`config.mk`:
```
export PLATFORM = sky130hd
export DESIGN_NAME = exec_core
export DESIGN_NICKNAME = d
export VERILOG_FILES = /design/src/rtl/exec_core.sv
export SDC_FILE = /design/constraint.sdc
export NUM_CORES = 1
export LEC_CHECK = 0
export BUFFER_PORTS_ARGS = -buffer_cell sky130_fd_sc_hd__buf_2
export CORE_AREA = 2 2 126 128
export CTS_CLUSTER_DIAMETER = 30
export DETAILED_ROUTE_END_ITERATION = 10
export DIE_AREA = 0 0 128 130
export SETUP_SLACK_MARGIN = 0.2
export SLEW_MARGIN = 20
export SYNTH_ARGS = -nofsm -noshare
export SYNTH_HDL_FRONTEND = slang
export SYNTH_SLANG_ARGS = --single-unit
```
`constraint.sdc`:
```
create_clock -name clk -period 6.3 [get_ports clk]
set_clock_uncertainty 0.15 [all_clocks]
set_input_delay 0.315 -clock clk [delete_from_list [all_inputs] [get_ports clk]]
set_output_delay 0.315 -clock clk [all_outputs]
set_load 0.005 [all_outputs]
```
`src/rtl/exec_core.sv`:
```
// Execute core: decode, ALU, direct-mapped write-through data cache; zero latency, only cache state is sequential.
// No backpressure: main memory is combinational, so every instruction completes in its own cycle.
module exec_core #(
  parameter int LINES = 8
) (
  input  logic       clk,
  input  logic       rst,
  input  logic [7:0] instr,
  input  logic [7:0] rd1,
  input  logic [7:0] rd2,
  output logic       reg_write,
  output logic       reg_wr_sel,
  output logic [7:0] reg_wr_data,
  output logic       br_taken,
  output logic       jump,
  output logic [7:0] pc_imm,
  output logic [7:0] alu_out,
  output logic       zero,
  output logic       mm_rd,
  output logic       mm_wr,
  output logic [7:0] mm_addr,
  output logic [7:0] mm_wdata,
  input  logic [7:0] mm_rdata
);

  localparam int IDXW = $clog2(LINES);
  localparam int TAGW = 8 - IDXW;

  localparam logic [2:0] OP_R    = 3'b000;
  localparam logic [2:0] OP_ADDI = 3'b001;
  localparam logic [2:0] OP_J    = 3'b010;
  localparam logic [2:0] OP_LI   = 3'b011;
  localparam logic [2:0] OP_LW   = 3'b100;
  localparam logic [2:0] OP_SW   = 3'b101;
  localparam logic [2:0] OP_BEQ  = 3'b110;

  logic [2:0] op;
  logic [7:0] sext3;
  logic [7:0] alu_res;
  logic       is_lw;
  logic       is_sw;
  logic       is_beq;
  logic       is_j;
  logic       wr_en;

  assign op    = instr[7:5];
  assign sext3 = {{5{instr[2]}}, instr[2:0]};

  always_comb begin
    alu_res = 8'd0;
    wr_en   = 1'b0;
    is_lw   = 1'b0;
    is_sw   = 1'b0;
    is_beq  = 1'b0;
    is_j    = 1'b0;
    case (op)
      OP_R: begin
        wr_en = 1'b1;
        case (instr[2:1])
          2'b00:   alu_res = rd1 + rd2;
          2'b01:   alu_res = rd1 - rd2;
          2'b10:   alu_res = rd1 & rd2;
          default: alu_res = rd1 | rd2;
        endcase
      end
      OP_ADDI: begin
        wr_en   = 1'b1;
        alu_res = rd1 + sext3;
      end
      OP_J: is_j = 1'b1;
      OP_LI: begin
        wr_en   = 1'b1;
        alu_res = 8'd0 + {4'b0, instr[3:0]};
      end
      OP_LW: begin
        wr_en   = 1'b1;
        is_lw   = 1'b1;
        alu_res = rd1 + sext3;
      end
      OP_SW: begin
        is_sw   = 1'b1;
        alu_res = rd1 + sext3;
      end
      OP_BEQ: begin
        is_beq  = 1'b1;
        alu_res = rd1 - rd2;
      end
      default: alu_res = 8'd0;
    endcase
  end

  logic [7:0]      data_q [LINES];
  logic [7:0]      data_d [LINES];
  logic [TAGW-1:0] tag_q  [LINES];
  logic [TAGW-1:0] tag_d  [LINES];
  logic [LINES-1:0] valid_q;
  logic [LINES-1:0] valid_d;

  logic [IDXW-1:0] idx;
  logic [TAGW-1:0] tag;
  logic            hit;
  logic            fill_en;
  logic [7:0]      fill_dat;
  logic [7:0]      load_dat;

  assign idx      = alu_res[IDXW-1:0];
  assign tag      = alu_res[7:IDXW];
  assign hit      = valid_q[idx] && (tag_q[idx] == tag);
  assign load_dat = hit ? data_q[idx] : mm_rdata;
  // Stores allocate too, so a later load of the same address hits.
  assign fill_en  = !rst && ((is_lw && !hit) || is_sw);
  assign fill_dat = is_sw ? rd2 : mm_rdata;

  always_comb begin
    valid_d = valid_q;
    data_d  = data_q;
    tag_d   = tag_q;
    if (fill_en) begin
      valid_d[idx] = 1'b1;
      data_d[idx]  = fill_dat;
      tag_d[idx]   = tag;
    end
  end

  always_ff @(posedge clk) begin
    if (rst) begin
      valid_q <= '0;
    end else begin
      valid_q <= valid_d;
    end
  end

  always_ff @(posedge clk) begin
    data_q <= data_d;
    tag_q  <= tag_d;
  end

  always_comb begin
    reg_write   = wr_en && !rst;
    reg_wr_sel  = (op == OP_LI) ? instr[4] : instr[3];
    reg_wr_data = is_lw ? load_dat : alu_res;
    br_taken    = is_beq && (alu_res == 8'd0) && !rst;
    jump        = is_j && !rst;
    pc_imm      = 8'd0;
    if (is_j)   pc_imm = {3'b0, instr[4:0]};
    if (is_beq) pc_imm = {5'b0, instr[2:0]};
    alu_out     = alu_res;
    zero        = (alu_res == 8'd0);
    mm_rd       = is_lw && !hit && !rst;
    mm_wr       = is_sw && !rst;
    mm_addr     = alu_res;
    mm_wdata    = rd2;
  end

endmodule

```
# Word-level counts from Yosys, hierarchy flattened
# Index checks and enable logic that the tools add are counted.
word_totals:
  latchBits: 0
  mem_count: 0
  register_bits: 112
  mem_bits_rw: 0
  out_inout_bits: 47
  input_bits: 34
  rom_bits: 0
classes:
  n_div: 0
  n_reduce_logical: 19
  magnitude_cmp: 4
  muxes: 29
  n_bitwise: 4
  n_eq_ne: 9
  n_addsub: 3
  shift: 0
  multipliers: 0
ops:
  columns: ["operator", "n"]
  rows:
  - ["$bwmux W64", 1]
  - ["$mux W8", 7]
  - ["$bwmux W40", 1]
  - ["$pmux W8 S4", 1]
  - ["$bmux W8 S3", 1]
  - ["$demux W8 S3", 1]
  - ["$pmux W8 S3", 1]
  - ["$mux W5", 4]
  - ["$add A8 B8 Y8", 2]
  - ["$or A8 B8 Y8", 2]
  - ["$bmux W5 S3", 1]
  - ["$demux W5 S3", 1]
  - ["$logic_and A1 B1 Y1", 11]
  - ["$eq A3 B3 Y1 const B", 3]
  - ["$and A8 B8 Y8", 1]
  - ["$logic_not A8 Y1", 1]
  - ["$mux W1", 8]
  - ["$sub A8 B8 Y8", 1]
  - ["$eq A3 B2 Y1 const B", 2]
  - ["$eq A5 B5 Y1", 1]
  - ["$ge A4 B4 Y1 const B", 1]
  - ["$lt A3 B4 Y1 const B", 1]
  - ["$lt A4 B1 Y1 const B", 1]
  - ["$not A3 Y4", 1]
  - ["12 further kinds", 13]

# Depth between registers and ports, before layout
depth:
  ltp_word: 13
  depth_mapped: 16
  ltp_nobuf: 14

# Worst setup path after synthesis
# OpenSTA, ideal clock, no wires.
synth_path:
  path_kind: "input-to-reg"
  start: "in rd1[0]"
  end: "reg data_q[0] (netlist name), enable pin"
  stages: 15
  slack_ps: 1101
  setup_ps: 417
  t_arrival_ps: 4632
  required_ps: 5733
  path_cell_list: "inv_1 > ha_1 > fa_1 > inv_1 > mux4_2 > a21oi_2 > inv_2 > nand3_1 > o22ai_1 > a211o_1 > o221ai_1 > nor4b_4 > and2b_4 > buf_6 > nor4_1"
synth_between:
  elab_chain_cells: 13
  word_cells_on_any_way: 19
  classes_between: "add/sub: 3; eq/ne: 1; mux: 7; bitwise: 3; reduce/logical: 5"
synth_lines:
  columns: ["item", "line", "text"]
  rows:
  - ["from (decl)", "9", "input logic [7:0] rd1,"]
  - ["$sub A8 B8 Y8, or another cell as far along", "61, 86", null]
  - ["$pmux W8 S3", "59", "case (instr[2:1])"]
  - ["$pmux W8 S4 (*)", "56", "case (op)"]
  - ["$not A3 Y4 (not written as such)", "108", "assign hit = valid_q[idx] && (tag_q[idx] == tag);"]
  - ["$bmux W5 S3", "108", null]
  - ["$mux W5 (not written as such) (2 in a row)", "108", null]
  - ["$eq A5 B5 Y1", "108", null]
  - ["$logic_and A1 B1 Y1 (*)", "108", null]
  - ["$logic_not A1 Y1 (*)", "111", "assign fill_en = !rst && ((is_lw && !hit) || is_sw);"]
  - ["$logic_and A1 B1 Y1 (*)", "111", null]
  - ["$logic_or A1 B1 Y1 (*)", "111", null]
  - ["$logic_and A1 B1 Y1 (*)", "111", null]
  - ["to (signal assigned)", "134", "data_q <= data_d;"]
  - ["to (decl)", "92", "logic [7:0] data_q [LINES];"]
# Every way passes the cells marked *; elsewhere a longest branch is shown, timed or not. The select of a mux whose other input is x is not followed.
# A chain may end at the register's enable or synchronous reset.

# Final worst setup path
layout_path:
  start: "in rd2[0]"
  end: "reg data_q[3] (netlist name), enable pin"
layout_between:
  elab_chain_cells: 13
  word_cells_on_any_way: 18
  classes_between: "add/sub: 2; eq/ne: 1; mux: 7; bitwise: 3; reduce/logical: 5"
layout_lines:
  columns: ["item", "line", "text"]
  rows:
  - ["from (decl)", "10", "input logic [7:0] rd2,"]
  - ["$sub A8 B8 Y8, or another cell as far along", "61, 86", null]
  - ["$pmux W8 S3", "59", null]
  - ["$pmux W8 S4 (*)", "56", null]
  - ["$not A3 Y4 (not written as such)", "108", null]
  - ["$bmux W5 S3", "108", null]
  - ["$mux W5 (not written as such) (2 in a row)", "108", null]
  - ["$eq A5 B5 Y1", "108", null]
  - ["$logic_and A1 B1 Y1 (*)", "108", null]
  - ["$logic_not A1 Y1 (*)", "111", null]
  - ["$logic_and A1 B1 Y1 (*)", "111", null]
  - ["$logic_or A1 B1 Y1 (*)", "111", null]
  - ["$logic_and A1 B1 Y1 (*)", "111", null]
# Marks and branches as above.

==> impl_metrics.csv <==
group,metric,value,unit
timing,timing.hold.ws,0.235,ns
route,post_drt_via_cell_ratio,6.09,
power_and_ir_drop,cellPowerDensity,252,nW/um^2
status,status,"complete, no violations",
synth,synth_seq_area_share,0.487,
critical_path,cp.required,6.21,ns
placement,dp_hpwl,13600,microns
route,wl_per_cell,21.9,microns
clocking,cts_resized,0,
placement,placement.cell_area,7240,sq um
critical_path,r2r-end,"data_q[3]$_DFFE_PP_",
route,vias,5326,
floorplan,start_util,0.437,
cells_and_area,finalInstanceArea,7560,sq um
cells_and_area,nets,745,
critical_path,critPathArrivalTime,4.95,ns
placement,dp.cells,859,
critical_path,crit_chain,"buf_2 -> inv_1 -> ha_1 -> or4b_2 -> a21oi_1 -> a211oi_4 -> buf_4 -> mux2i_1 -> o32ai_1 -> a211o_1 -> o221ai_1 -> nor4b_4 -> buf_4 -> and2b_4 -> nor4_2 -> buf_4",
grt,grt_use_total,0.235,
synth,syn_avg_cell_area,10.7,sq um
min_path,hold_path.class,"primary input to flop",
route,drt_iter0_drc,517,
power_and_ir_drop,p_leak,2.96,nW
clocking,clkLatencyLatePin,0.35,ns
critical_path,crit_path_top_delay_cell,"a211oi_4",
cells_and_area,layout_commonest_cell,"edfxtp_1",
critical_path,critPathBufInv,5,
floorplan,die_w,128,microns
critical_path,path_depth,16,
timing,timing.fmax,0.199,GHz
timing,setup_viol,0,
clocking,clockBufferDepth,2,
clocking,htreeDepth,3,
route,dr.pass1.iters,5,
timing,fin_crit,5.04,ns
critical_path,r2r_cells,9,
critical_path,crit_fanout,23,
route,routed_wl,19200,microns
critical_path,rrSetupSlack,2.77,ns
clocking,clkTransAtPathRegs,0.07,ns
synth,synth-seq-cells,112,
route,final_antenna_net_count,0,
cells_and_area,fillers,1420,
synth,ys_types,80,
timing,worstMarginPinSlew,1.10,ns
floorplan,fp.dieH,130,microns
power_and_ir_drop,ir_worst_vdd,169,uV
grt,grt_pass1_wl,29300,microns
synth,synth_cells,629,
clocking,cts_sinks,112,
floorplan,ios,81,
synth,ys.warnings.count,0,
critical_path,slowest_delay,0.79,ns
grt,antenna_found_initial,0,
cells_and_area,antenna_cells,0,
synth,synth_edf_count,104,
critical_path,cpMostUsedCell,"buf_4",
timing,final_max_slew_viol_count,0,
floorplan,die_area,16600,sq um
cells_and_area,instances_no_fill,875,
critical_path,critPathTopFamily,"compound AO/OA/AOI/OAI gates",
cells_and_area,final_cell_mix,"104 x edfxtp_1, 77 x buf_2, 62 x nand2_1",
clocking,cts_buffers,9,
critical_path,setup.worst_path.class,"primary input to flop",
cells_and_area,multi_input_area,3040,sq um
cells_and_area,drive_gt1_frac,0.202,
timing,tns,0,ns
floorplan,core-area,15400,sq um
grt,grt_pass1_vias,5029,
cells_and_area,seq_area,3280,sq um
clocking,cts_tree,"built",
synth,synth_async_sr_flop_share,0,
grt,grt_max_degree,26,
critical_path,worst_setup_path_end_kind,"flop",
floorplan,rows,46,
placement,portBuffers,77,
timing,hold_viol_final,0,
min_path,whs_path_depth,2,
synth,synthesis.area,6740,sq um
clocking,cts_hold_buffers,0,
critical_path,r2r-start,"tag_q[3]$_DFFE_PP_",
timing,rsz0062_at_grt,"false",
clocking,root_buffer,"clkbuf_16",
placement,gp_congestion,0.948,
cells_and_area,area_growth,12.1,%
route,remaining_drc_errors,0,
timing,period_share,0.799,
clocking,post_cts_buffers,0,
min_path,hp-start,"rst",
run,drv_cap,0,
grt,grt_overflow_total,0,
synth,ys.flop_type,"edfxtp_1",
timing,relSlewSlack,0.261,
critical_path,start_kind,"primary input",
min_path,hold_end,"valid_q[3]$_SDFFE_PP0P_",
[stage by stage]
step           total power [mW]  setup WS [ns]  utilization
4_1_cts                    1.92           1.30        0.490
3_3_place_gp               1.32          0.986        0.469
3_5_place_dp               1.32          0.956        0.469
6_report                   1.91           1.26        0.490
2_1_floorplan              1.17           1.10            -
5_1_grt                    1.99           1.02        0.490
[layout make-up]
class / instances / area share
sequential: 112 / 0.434
multi-input combinational: 417 / 0.402
timing repair buffer: 94 / 0.0679
tap: 192 / 0.0318
clock buffer: 9 / 0.0298
inverter: 44 / 0.0218
clock inverter: 7 / 0.0127
[state kept, by name, indices dropped and copies added, names as in the netlist]
signal	flops
data_q	64
tag_q	40
valid_q	8
[synthesized netlist by cell type (all sizes together) (9+ instances only)]
cell type  number  area, sq um
clkbuf         22         82.6
o21ai          29          145
nand2          62          233
ha             30          375
edfxtp        104         3120
nand2b          9         56.3
mux2i          30          300
xnor2           9         78.8
buf            36          235
inv            43          161
nor2           30          113
o22ai          10         62.6
a21oi          32          164
nand3          19         95.1
nor3           16         80.1
[routing by layer]
layer / up-vias / share of wire / GRT usage
met1: 2588 / 0.45 / 0.341
met3: 48 / 0.079 / 0.0455
met2: 261 / 0.44 / 0.351
li1: 2429 / - / -
met4: 0 / 0.034 / 0.0905
met5: - / 0 / 0
[how the worst max path moves through the flow]
| stage | slack (ns) | start | to |
|---|---|---|---|
| after detailed placement | 0.96 | rd2[0] | data_q[7]$_DFFE_PP_ |
| after global placement | 0.99 | instr[5] | data_q[21]$_DFFE_PP_ |
| after floorplan | 1.10 | rd1[0] | data_q[0]$_DFFE_PP_ |
| after global routing | 1.02 | instr[7] | data_q[17]$_DFFE_PP_ |
| after CTS | 1.30 | rd2[0] | data_q[3]$_DFFE_PP_ |
| final | 1.26 | rd2[0] | data_q[3]$_DFFE_PP_ |
[logic make-up after synthesis]
group / after synthesis / share of synthesized area
xor gates and xnor gates: 12 / 0.0156
muxes: 38 / 0.0685
DFF: 112 / 0.487
other: 1 / 0.000556
and+or+nand+nor: 177 / 0.132
adders and majority gates: 33 / 0.0646
buffers and inverters: 102 / 0.0716
AOI/OAI and AO/OA: 154 / 0.161
[where the power goes]
part | internal (mW) | switching [mW] | leakage [nW]
Combinational | 0.166 | 0.299 | 1.82
Clock | 0.320 | 0.282 | 0.153
Sequential | 0.838 | 0.00343 | 0.990
Total | 1.32 | 0.585 | 2.96
Note: power is estimated with default switching activity, not from simulation.
